===== src/rtl/pipeline_hazard_ctrl_if.sv =====
// Hazard-control bundle between the pipeline datapath and pipeline_hazard_ctrl.
//   slave  : the controller side (reads hazard sources, drives stall/flush enables and counters)
//   master : the datapath side (drives hazard sources, reads stall/flush enables and counters)
// id_ex_rs1_addr/id_ex_rs2_addr travel with the bundle for the forwarding unit; the stall
// controller itself only needs the EX destination and the ID sources.
interface pipeline_hazard_ctrl_if #(
  parameter int unsigned REG_ADDR_WIDTH = 5,
  parameter int unsigned CNT_WIDTH      = 32
);
  logic [REG_ADDR_WIDTH-1:0] id_ex_rs1_addr;
  logic [REG_ADDR_WIDTH-1:0] id_ex_rs2_addr;
  logic [REG_ADDR_WIDTH-1:0] id_ex_rd_addr;
  logic                      id_ex_mem_read;
  logic                      id_ex_valid;
  logic [REG_ADDR_WIDTH-1:0] if_id_rs1_addr;
  logic [REG_ADDR_WIDTH-1:0] if_id_rs2_addr;
  logic                      branch_taken;
  logic                      md_start;
  logic                      md_done;
  logic                      mem_req;
  logic                      mem_ready;
  logic                      pc_stall;
  logic                      if_id_stall;
  logic                      id_ex_stall;
  logic                      ex_mem_stall;
  logic                      if_id_flush;
  logic                      id_ex_flush;
  logic                      ex_mem_flush;
  logic                      mem_wb_flush;
  logic [CNT_WIDTH-1:0]      stall_cycles;
  logic [CNT_WIDTH-1:0]      flush_count;

  modport master (
    output id_ex_rs1_addr, id_ex_rs2_addr, id_ex_rd_addr, id_ex_mem_read, id_ex_valid,
           if_id_rs1_addr, if_id_rs2_addr, branch_taken, md_start, md_done, mem_req, mem_ready,
    input  pc_stall, if_id_stall, id_ex_stall, ex_mem_stall,
           if_id_flush, id_ex_flush, ex_mem_flush, mem_wb_flush, stall_cycles, flush_count
  );

  modport slave (
    input  id_ex_rd_addr, id_ex_mem_read, id_ex_valid, if_id_rs1_addr, if_id_rs2_addr,
           branch_taken, md_start, md_done, mem_req, mem_ready,
    output pc_stall, if_id_stall, id_ex_stall, ex_mem_stall,
           if_id_flush, id_ex_flush, ex_mem_flush, mem_wb_flush, stall_cycles, flush_count
  );
endinterface


===== src/rtl/pipeline_hazard_ctrl.sv =====
// Sequential stall/flush controller for the 5-stage pipeline.
// Handles data-memory wait freezes, mul/div busy stalls, branch redirects and
// multi-bubble load-use hazards, plus saturating stall/flush counters.
// Ports:
//   clk   : clock
//   rst_n : asynchronous active-low reset; forces all outputs low while asserted
//   bus   : hazard bundle (slave side) -- hazard sources in, stall/flush enables
//           (combinational, same cycle) and perf counters (registered) out
module pipeline_hazard_ctrl #(
  parameter int unsigned REG_ADDR_WIDTH   = 5,
  parameter int unsigned LOAD_USE_BUBBLES = 1,
  parameter int unsigned CNT_WIDTH        = 32
) (
  input  logic                   clk,
  input  logic                   rst_n,
  pipeline_hazard_ctrl_if.slave  bus
);

  typedef enum logic [1:0] {StIdle, StLuStall, StMdBusy} state_e;

  localparam logic [2:0] LuInit = 3'(LOAD_USE_BUBBLES - 1);

  state_e                    r_state, w_state_nxt;
  logic [2:0]                r_lu_cnt, w_lu_cnt_nxt;
  logic [CNT_WIDTH-1:0]      r_stall_cycles;
  logic [CNT_WIDTH-1:0]      r_flush_count;

  logic [REG_ADDR_WIDTH-1:0] w_rd;
  logic                      w_mem_wait;
  logic                      w_load_use;
  logic                      w_md_stall;
  logic                      w_branch_apply;
  logic                      w_pc_stall, w_if_id_stall, w_id_ex_stall, w_ex_mem_stall;
  logic                      w_if_id_flush, w_id_ex_flush, w_ex_mem_flush, w_mem_wb_flush;

  assign w_rd       = bus.id_ex_rd_addr;
  assign w_mem_wait = bus.mem_req && !bus.mem_ready;
  // x0 as the load destination can never create a dependency.
  assign w_load_use = bus.id_ex_valid && bus.id_ex_mem_read && (w_rd != '0) &&
                      ((w_rd == bus.if_id_rs1_addr) || (w_rd == bus.if_id_rs2_addr));
  // A start that completes in the same cycle never stalls.
  assign w_md_stall = !bus.md_done &&
                      (((r_state == StIdle) && bus.md_start) || (r_state == StMdBusy));

  always_comb begin
    w_state_nxt    = r_state;
    w_lu_cnt_nxt   = r_lu_cnt;
    w_branch_apply = 1'b0;
    w_pc_stall     = 1'b0;
    w_if_id_stall  = 1'b0;
    w_id_ex_stall  = 1'b0;
    w_ex_mem_stall = 1'b0;
    w_if_id_flush  = 1'b0;
    w_id_ex_flush  = 1'b0;
    w_ex_mem_flush = 1'b0;
    w_mem_wb_flush = 1'b0;

    if (w_mem_wait) begin
      // Full freeze: state, bubble count and any pending redirect wait for release.
      w_pc_stall     = 1'b1;
      w_if_id_stall  = 1'b1;
      w_id_ex_stall  = 1'b1;
      w_ex_mem_stall = 1'b1;
      w_mem_wb_flush = 1'b1;
    end else if (w_md_stall) begin
      w_pc_stall     = 1'b1;
      w_if_id_stall  = 1'b1;
      w_id_ex_stall  = 1'b1;
      w_ex_mem_flush = 1'b1;
      w_state_nxt    = StMdBusy;
    end else if (bus.branch_taken) begin
      // Redirect squashes the younger instructions, including any load-use victim.
      w_if_id_flush  = 1'b1;
      w_id_ex_flush  = 1'b1;
      w_branch_apply = 1'b1;
      w_state_nxt    = StIdle;
      w_lu_cnt_nxt   = '0;
    end else if (r_state == StLuStall) begin
      w_pc_stall    = 1'b1;
      w_if_id_stall = 1'b1;
      w_id_ex_flush = 1'b1;
      if (r_lu_cnt <= 3'd1) begin
        w_state_nxt  = StIdle;
        w_lu_cnt_nxt = '0;
      end else begin
        w_lu_cnt_nxt = r_lu_cnt - 3'd1;
      end
    end else if ((r_state == StIdle) && w_load_use) begin
      w_pc_stall    = 1'b1;
      w_if_id_stall = 1'b1;
      w_id_ex_flush = 1'b1;
      if (LOAD_USE_BUBBLES > 1) begin
        w_state_nxt  = StLuStall;
        w_lu_cnt_nxt = LuInit;
      end
    end else if (r_state == StMdBusy) begin
      // md_done: result advances this cycle without a stall.
      w_state_nxt = StIdle;
    end
  end

  always_ff @(posedge clk or negedge rst_n) begin
    if (!rst_n) begin
      r_state        <= StIdle;
      r_lu_cnt       <= '0;
      r_stall_cycles <= '0;
      r_flush_count  <= '0;
    end else begin
      r_state  <= w_state_nxt;
      r_lu_cnt <= w_lu_cnt_nxt;
      if (w_pc_stall && (r_stall_cycles != {CNT_WIDTH{1'b1}})) begin
        r_stall_cycles <= r_stall_cycles + CNT_WIDTH'(1);
      end
      if (w_branch_apply && (r_flush_count != {CNT_WIDTH{1'b1}})) begin
        r_flush_count <= r_flush_count + CNT_WIDTH'(1);
      end
    end
  end

  // Outputs are gated so they read low for the whole time reset is held.
  assign bus.pc_stall     = rst_n && w_pc_stall;
  assign bus.if_id_stall  = rst_n && w_if_id_stall;
  assign bus.id_ex_stall  = rst_n && w_id_ex_stall;
  assign bus.ex_mem_stall = rst_n && w_ex_mem_stall;
  assign bus.if_id_flush  = rst_n && w_if_id_flush;
  assign bus.id_ex_flush  = rst_n && w_id_ex_flush;
  assign bus.ex_mem_flush = rst_n && w_ex_mem_flush;
  assign bus.mem_wb_flush = rst_n && w_mem_wb_flush;
  assign bus.stall_cycles = r_stall_cycles;
  assign bus.flush_count  = r_flush_count;

endmodule


===== src/flat_wrapper.sv =====
// flat-port wrapper written by rule: the top's interface ports become plain ports
module pipeline_hazard_ctrl_flat 
#(
  parameter int unsigned REG_ADDR_WIDTH   = 5,
  parameter int unsigned LOAD_USE_BUBBLES = 1,
  parameter int unsigned CNT_WIDTH        = 32
)
  (clk, rst_n, bus_id_ex_rd_addr, bus_id_ex_mem_read, bus_id_ex_valid, bus_if_id_rs1_addr, bus_if_id_rs2_addr, bus_branch_taken, bus_md_start, bus_md_done, bus_mem_req, bus_mem_ready, bus_pc_stall, bus_if_id_stall, bus_id_ex_stall, bus_ex_mem_stall, bus_if_id_flush, bus_id_ex_flush, bus_ex_mem_flush, bus_mem_wb_flush, bus_stall_cycles, bus_flush_count);
  pipeline_hazard_ctrl_if #(.REG_ADDR_WIDTH(REG_ADDR_WIDTH), .CNT_WIDTH(CNT_WIDTH)) bus_i ();
  input  logic clk;
  input  logic rst_n;
  input wire logic [$bits(bus_i.id_ex_rd_addr)-1:0] bus_id_ex_rd_addr;
  input wire logic [$bits(bus_i.id_ex_mem_read)-1:0] bus_id_ex_mem_read;
  input wire logic [$bits(bus_i.id_ex_valid)-1:0] bus_id_ex_valid;
  input wire logic [$bits(bus_i.if_id_rs1_addr)-1:0] bus_if_id_rs1_addr;
  input wire logic [$bits(bus_i.if_id_rs2_addr)-1:0] bus_if_id_rs2_addr;
  input wire logic [$bits(bus_i.branch_taken)-1:0] bus_branch_taken;
  input wire logic [$bits(bus_i.md_start)-1:0] bus_md_start;
  input wire logic [$bits(bus_i.md_done)-1:0] bus_md_done;
  input wire logic [$bits(bus_i.mem_req)-1:0] bus_mem_req;
  input wire logic [$bits(bus_i.mem_ready)-1:0] bus_mem_ready;
  output wire logic [$bits(bus_i.pc_stall)-1:0] bus_pc_stall;
  output wire logic [$bits(bus_i.if_id_stall)-1:0] bus_if_id_stall;
  output wire logic [$bits(bus_i.id_ex_stall)-1:0] bus_id_ex_stall;
  output wire logic [$bits(bus_i.ex_mem_stall)-1:0] bus_ex_mem_stall;
  output wire logic [$bits(bus_i.if_id_flush)-1:0] bus_if_id_flush;
  output wire logic [$bits(bus_i.id_ex_flush)-1:0] bus_id_ex_flush;
  output wire logic [$bits(bus_i.ex_mem_flush)-1:0] bus_ex_mem_flush;
  output wire logic [$bits(bus_i.mem_wb_flush)-1:0] bus_mem_wb_flush;
  output wire logic [$bits(bus_i.stall_cycles)-1:0] bus_stall_cycles;
  output wire logic [$bits(bus_i.flush_count)-1:0] bus_flush_count;
  assign bus_i.id_ex_rd_addr = bus_id_ex_rd_addr;
  assign bus_i.id_ex_mem_read = bus_id_ex_mem_read;
  assign bus_i.id_ex_valid = bus_id_ex_valid;
  assign bus_i.if_id_rs1_addr = bus_if_id_rs1_addr;
  assign bus_i.if_id_rs2_addr = bus_if_id_rs2_addr;
  assign bus_i.branch_taken = bus_branch_taken;
  assign bus_i.md_start = bus_md_start;
  assign bus_i.md_done = bus_md_done;
  assign bus_i.mem_req = bus_mem_req;
  assign bus_i.mem_ready = bus_mem_ready;
  assign bus_pc_stall = bus_i.pc_stall;
  assign bus_if_id_stall = bus_i.if_id_stall;
  assign bus_id_ex_stall = bus_i.id_ex_stall;
  assign bus_ex_mem_stall = bus_i.ex_mem_stall;
  assign bus_if_id_flush = bus_i.if_id_flush;
  assign bus_id_ex_flush = bus_i.id_ex_flush;
  assign bus_ex_mem_flush = bus_i.ex_mem_flush;
  assign bus_mem_wb_flush = bus_i.mem_wb_flush;
  assign bus_stall_cycles = bus_i.stall_cycles;
  assign bus_flush_count = bus_i.flush_count;
  pipeline_hazard_ctrl #(.REG_ADDR_WIDTH(REG_ADDR_WIDTH), .LOAD_USE_BUBBLES(LOAD_USE_BUBBLES), .CNT_WIDTH(CNT_WIDTH)) u_core (.clk(clk), .rst_n(rst_n), .bus(bus_i));
endmodule

===== config.mk =====
export PLATFORM = sky130hd
export DESIGN_NAME = pipeline_hazard_ctrl_flat
export DESIGN_NICKNAME = d
export VERILOG_FILES = /design/src/rtl/pipeline_hazard_ctrl_if.sv /design/src/rtl/pipeline_hazard_ctrl.sv /design/src/flat_wrapper.sv
export SDC_FILE = /design/constraint.sdc
export NUM_CORES = 1
export LEC_CHECK = 0
export ABC_CLOCK_PERIOD_IN_PS = 1910
export BUFFER_PORTS_ARGS = -buffer_cell sky130_fd_sc_hd__buf_2
export CAP_MARGIN = 15
export CORE_AREA = 3 3 84 86
export DETAILED_ROUTE_END_ITERATION = 6
export DIE_AREA = 0 0 87 89
export PLACE_DENSITY_LB_ADDON = 0.12
export SLEW_MARGIN = 20
export SYNTH_ARGS = -nofsm -noshare
export SYNTH_HDL_FRONTEND = slang
export SYNTH_SLANG_ARGS = --single-unit

===== constraint.sdc =====
create_clock -name clk -period 1.91 [get_ports clk]
set_input_delay 0.2865 -clock clk [delete_from_list [all_inputs] [get_ports clk]]
set_output_delay 0.2865 -clock clk [all_outputs]
set_load 0.02 [all_outputs]

Word level (Yosys, flattened, before mapping). Index checks and enable logic that the tools add are counted. W data, S select, Z words.

Bits in registers: 69. Output and inout port bits: 72. Word-level logic and storage cells: 67.

Add/subtract/negate cells: 3. Magnitude comparators: 1. Eq/ne operators: 8. Muxes and demuxes: 24. Bitwise gates (word level): 2. Reduce and logical (&&, ||, !) cells: 25.

Operators with widths (number): $add A32 B1 Y32 const B (2); $ne A32 B32 Y1 const B (2); $logic_and A1 B1 Y1 (15); $mux W1 (15); $mux W2 (6); $eq A5 B5 Y1 (2); $mux W3 (3); $reduce_bool A5 Y1 (1); $ne A4 B2 Y1 const B (1); $ne A4 B3 Y1 const B (1); $reduce_and A4 Y1 (1); $reduce_bool A4 Y1 (1); $le A3 B1 Y1 const B (1); $reduce_and A3 Y1 (1); $sub A3 B1 Y3 const B (1); $eq A2 B1 Y1 const B (1); $eq A2 B2 Y1 const B (1); $logic_not A1 Y1 (2); $logic_not A2 Y1 (1); $logic_or A1 B1 Y1 (2); $not A1 Y1 (2); $reduce_bool A2 Y1 (1).

Logic depth before layout (Yosys ltp).
Depth after elaboration: 10. Depth in mapped cells: 8.

Least setup slack after synthesis. Ideal clock, no wire load.

Kind: register to register. Start point: register u_core.r_stall_cycles[0] (netlist: u_core.bus.stall_cycles[0]). End point: register u_core.r_stall_cycles[1] (netlist: u_core.bus.stall_cycles[1]). Data arrival time: 1766 ps. Required time: 1785 ps. Path slack: 19 ps. Stages on the path, launching flop included: 8. Path buffers: 1. Clock period less this slack: 1891 ps. Cells stage by stage: dfrtp_1 ha_1 nand3_1 nor4_1 nand3_1 o211a_2 buf_6 mux2_4.

Longest elaborated chain between the ends: 2. Elaborated cells between the ends (all ways): 3. Classes of those cells: add/sub: 1; eq/ne: 1; reduce/logical: 1.

RTL lines: start, declared (RTL line pipeline_hazard_ctrl.sv:25) `logic [CNT_WIDTH-1:0] r_stall_cycles;`; start signal, assigned (RTL line pipeline_hazard_ctrl.sv:112) `r_stall_cycles <= r_stall_cycles + CNT_WIDTH'(1);`; parallel branches: the longest is 2 deep, another holds $add A32 B1 Y32.

Several ways; the timed one is not identified. A chain may end at the register's enable or synchronous reset.

Worst setup path after layout.
Start point: input port bus_id_ex_rd_addr[3]. End point: output port bus_pc_stall.

Longest elaborated chain between the ends: 10. Elaborated cells between the ends (all ways): 13. Classes of those cells: eq/ne: 2; mux: 5; reduce/logical: 6.

RTL lines: start, declared (RTL line flat_wrapper.sv:12) `input wire logic [$bits(bus_i.id_ex_rd_addr)-1:0] bus_id_ex_rd_addr;`; $eq A5 B5 Y1 or $reduce_bool A5 Y1 (tied branches) (RTL line pipeline_hazard_ctrl.sv:40, pipeline_hazard_ctrl.sv:39); $logic_or A1 B1 Y1 or $logic_and A1 B1 Y1 (tied branches) (RTL line pipeline_hazard_ctrl.sv:40, pipeline_hazard_ctrl.sv:39); $logic_and A1 B1 Y1 * (RTL line pipeline_hazard_ctrl.sv:39) `assign w_load_use = bus.id_ex_valid && bus.id_ex_mem_read && (w_rd != '0) &&`; $logic_and A1 B1 Y1 * (RTL line pipeline_hazard_ctrl.sv:88) `end else if ((r_state == StIdle) && w_load_use) begin`; $mux W1 * (RTL line pipeline_hazard_ctrl.sv:88); $mux W1 * (RTL line pipeline_hazard_ctrl.sv:78) `end else if (r_state == StLuStall) begin`; $mux W1 * (RTL line pipeline_hazard_ctrl.sv:71) `end else if (bus.branch_taken) begin`; $mux W1 * (RTL line pipeline_hazard_ctrl.sv:65) `end else if (w_md_stall) begin`; $mux W1 * (RTL line pipeline_hazard_ctrl.sv:58) `if (w_mem_wait) begin`; $logic_and A1 B1 Y1 * (RTL line pipeline_hazard_ctrl.sv:121) `assign bus.pc_stall = rst_n && w_pc_stall;`; end, declared (RTL line flat_wrapper.sv:22) `output wire logic [$bits(bus_i.pc_stall)-1:0] bus_pc_stall;`.

Mark *: on every way between the ends. The rest lies on a longest branch, timed or not.

==> results.sh <==
export IMPL_fin_skew_ns=0.0100
export IMPL_period_share=0.997
export IMPL_seq_area_frac_synth=0.496
export IMPL_fmax_mhz=525
export IMPL_hold_start="bus_md_done"
export IMPL_synth_xor_area_frac=0.182
export IMPL_r2r_cells=9
export IMPL_cts_buffers_inserted=9
export IMPL_yosysTopAreaCellShare=0.496
export IMPL_ys_flop_type="dfrtp_1"
export IMPL_die_w_um=87
export IMPL_setup_viol=0
export IMPL_hold_path_class="in2reg"
export IMPL_slowest_delay_ns=0.55
export IMPL_avgViaCountPerCell=5.35
export IMPL_grt_overflow=0
export IMPL_final_max_slew_viol_count=0
export IMPL_min_path_cells=2
export IMPL_async_flop_share=1.00
export IMPL_clk_latency_ns=0.34
export IMPL_critPathLaunchType="input port"
export IMPL_postLayoutCoreUtil=0.776
export IMPL_worstSetupPathType="in2out"
export IMPL_p_leak_nw=2.44
export IMPL_h_tree_depth=3
export IMPL_grt_usage=0.221
export IMPL_numPortBuffers=95
export IMPL_layout_drive_gt1_share=0.469
export IMPL_critPathCaptureType="output pin"
export IMPL_synth_area_mm2=0.00328
export IMPL_muxShareOfSynthArea=0.0115
export IMPL_post_dp_hpwl_um=6040
export IMPL_rsz0062_at_grt="yes"
export IMPL_via_count=3035
export IMPL_io_pins=96
export IMPL_die_h_um=89
export IMPL_powerDensity_mw_per_mm2=876
export IMPL_wl_per_cell_um=15.4
export IMPL_clk_path_buf_depth=2
export IMPL_fin_crit_ns=1.90
export IMPL_antenna_left=0
export IMPL_ys_ff_latch=65
export IMPL_core_area_mm2=0.00635
export IMPL_synthAdderAreaFrac=0.00764
export IMPL_hold_end="u_core.r_state[1]$_DFFE_PN0P_"
export IMPL_layout_cells_non_filler=567
export IMPL_drc=0
export IMPL_drt_wl_total_um=8720
export IMPL_first_pass_iters=4
export IMPL_dp_cells=542
export IMPL_diodes=0
export IMPL_gp_congestion=0.826
export IMPL_crit_slowest_cell="or4_4"
export IMPL_relSlewSlack=0.506
export IMPL_grt_pass1_wl_um=13300
export IMPL_status="completed"
export IMPL_synth_top_family_by_area="simple AND/OR/NAND/NOR gates"
export IMPL_yosys_area_share_simple=0.247
export IMPL_synth_compound_area_frac=0.0340
export IMPL_worstPathArrival_ns=1.62
export IMPL_synth_area_leaders="dfrtp_1 50%, xnor2_1 16%, nand3_1 4.9%, nand4_1 4.6%, nand2_1 3.2%"
export IMPL_worstMarginPinSlew_ns=0.740
export IMPL_grt_pass1_vias=2947
export IMPL_syn_area_per_cell_um2=10.3
export IMPL_cts_tree="yes"
export IMPL_clock_root_buffer="clkbuf_8"
export IMPL_rr_startpoint="u_core.bus.stall_cycles[1]$_DFFE_PN0P_"
export IMPL_synthToLayoutAreaGrowth_pct=50.3
export IMPL_ys_types=39
export IMPL_start_util=0.516
export IMPL_nets=511
export IMPL_required_ns=1.62
export IMPL_cts_sinks=65
export IMPL_cp_cell_sequence="buf_6, or4_4, o2111ai_4, nor2_2, a21oi_2, nor2_1, buf_2"
export IMPL_yosysTopAreaCell="dfrtp_1"
export IMPL_ir_worst_vdd_mv=0.876
export IMPL_synth_edff_count=0
export IMPL_syn_inst=318
export IMPL_reg2reg_slack_ns=0.06
export IMPL_grt_antenna_before_repair=0
export IMPL_r2r_end="u_core.bus.stall_cycles[9]$_DFFE_PN0P_"
export IMPL_drt_iter0_drc=117
export IMPL_clk_pin_slew_ns=0.07
export IMPL_grt_max_degree=60
export IMPL_syn_num_nets=344
export IMPL_ys_warn_count=0
export IMPL_cp_max_fo=3
export IMPL_drv_cap=0
export IMPL_die_area_mm2=0.00774
export IMPL_hold_violations=0
export IMPL_fp_row_count=29
[cell usage after synthesis (all sizes together), types with 2 or more instances]
library cell and number:
nor4 5, and4 6, xnor2 58, nand2b 2
ha 2, and2 7, inv 7, xor2 10
mux2 3, and3 14, nand2 28, dfrtp 65
buf 5, nor3 11, nand4 24, a21oi 3
nand3 32, or4 2, nor2 19, clkbuf 2
[how the worst max path moves through the flow]
stage / from / to / slack (ns) / cells after the start
after floorplan: u_core.bus.stall_cycles[0]$_DFFE_PN0P_ / u_core.bus.stall_cycles[1]$_DFFE_PN0P_ / 0.02 / 7
after global placement: bus_id_ex_rd_addr[0] / u_core.bus.stall_cycles[10]$_DFFE_PN0P_ / -0.03 / 8
after detailed placement: bus_id_ex_rd_addr[0] / u_core.bus.stall_cycles[28]$_DFFE_PN0P_ / -0.11 / 7
after CTS: u_core.bus.stall_cycles[0]$_DFFE_PN0P_ / u_core.bus.stall_cycles[18]$_DFFE_PN0P_ / 0.0006 / 9
after global routing: u_core.bus.stall_cycles[11]$_DFFE_PN0P_ / u_core.bus.stall_cycles[28]$_DFFE_PN0P_ / -0.04 / 6
final: bus_id_ex_rd_addr[3] / bus_pc_stall / 0.005 / 7
[worst max-delay path, delay by kind of cell]
family	cells	cell delay, ns
buffers and inverters	2	0.25
AND/OR/NAND/NOR	3	0.68
AO/OA/AOI/OAI	2	0.41
[power by group]
part | total [mW] | switching [mW] | leakage [nW] | internal [mW]
Combinational | 1.25 | 0.649 | 1.45 | 0.598
Sequential | 1.61 | 0.104 | 0.867 | 1.51
Clock | 1.45 | 0.544 | 0.123 | 0.907
Total | 4.31 | 1.30 | 2.44 | 3.01
[repair_timing]
item                       in CTS  in global routing
cloned                          0                  1
pin swaps                       5                 37
setup buffers                   3                  6
hold buffers                    1                  0
hold endpoints to repair        6                  0
setup endpoints to repair       3                 50
resized for setup               6                 63
[registers in the layout, summed over array words and instances (netlist names)]
name,cells
u_core.bus.flush_count,32
u_core.bus.stall_cycles,32
u_core.r_state,1
[area by class of cell]
class                           instances  area [um^2]
Inverter                                7         26.3
Multi-Input combinational cell        239         1850
Sequential cell                        65         1630
Clock inverter                          6          115
Clock buffer                           10          138
Timing Repair Buffer                  163         1070
Fill cell                             449         1430
Tap cell                               77         96.3
[metrics by stage]
| step | total power, mW | hold slack [ns] | setup WS (ns) | setup TNS, ns | cell area, um^2 |
|---|---|---|---|---|---|
| after floorplan | 2.15 | -0.00909 | 0.0185 | 0 | 3280 |
| after global placement | 2.65 | 0.144 | -0.0313 | -0.534 | 4260 |
| after detailed placement | 2.69 | 0.150 | -0.107 | -2.06 | 4260 |
| after CTS | 4.17 | 0.118 | 0.000641 | 0 | 4570 |
| after global routing | 4.52 | 0.135 | -0.0424 | -0.263 | 4920 |
| final | 4.31 | 0.142 | 0.00534 | 0 | 4920 |
[layer usage]
layer / vias up / global-route usage / part of all wire
met3: 12 / 0.0562 / 0.069
met2: 94 / 0.363 / 0.50
met1: 1473 / 0.277 / 0.41
li1: 1456 / - / -
met5: - / 0 / 0
met4: 0 / 0.0949 / 0.015
[logic make-up (layout without fill, tap and decap cells)]
kind of cell | Yosys count | in the layout
AO/OA/AOI/OAI | 14 | 14
XOR/XNOR | 68 | 68
adder cells (fa/ha/maj) | 2 | 2
buffers and inverters | 14 | 186
flip-flops | 65 | 65
multiplexers | 3 | 3
AND/OR/NAND/NOR | 152 | 152
[layout by cell type, fill, tap and decap left out, types with 10 or more instances in the layout]
master,count
xnor2_1,54
xor2_1,10
buf_2,89
clkbuf_8,10
dfrtp_1,64
buf_4,62
and3_1,14
nand4_1,24
nand3_1,21
nand2_1,22
nor2_1,17
nand3_2,10
Note: power is estimated with default switching activity, not from simulation.
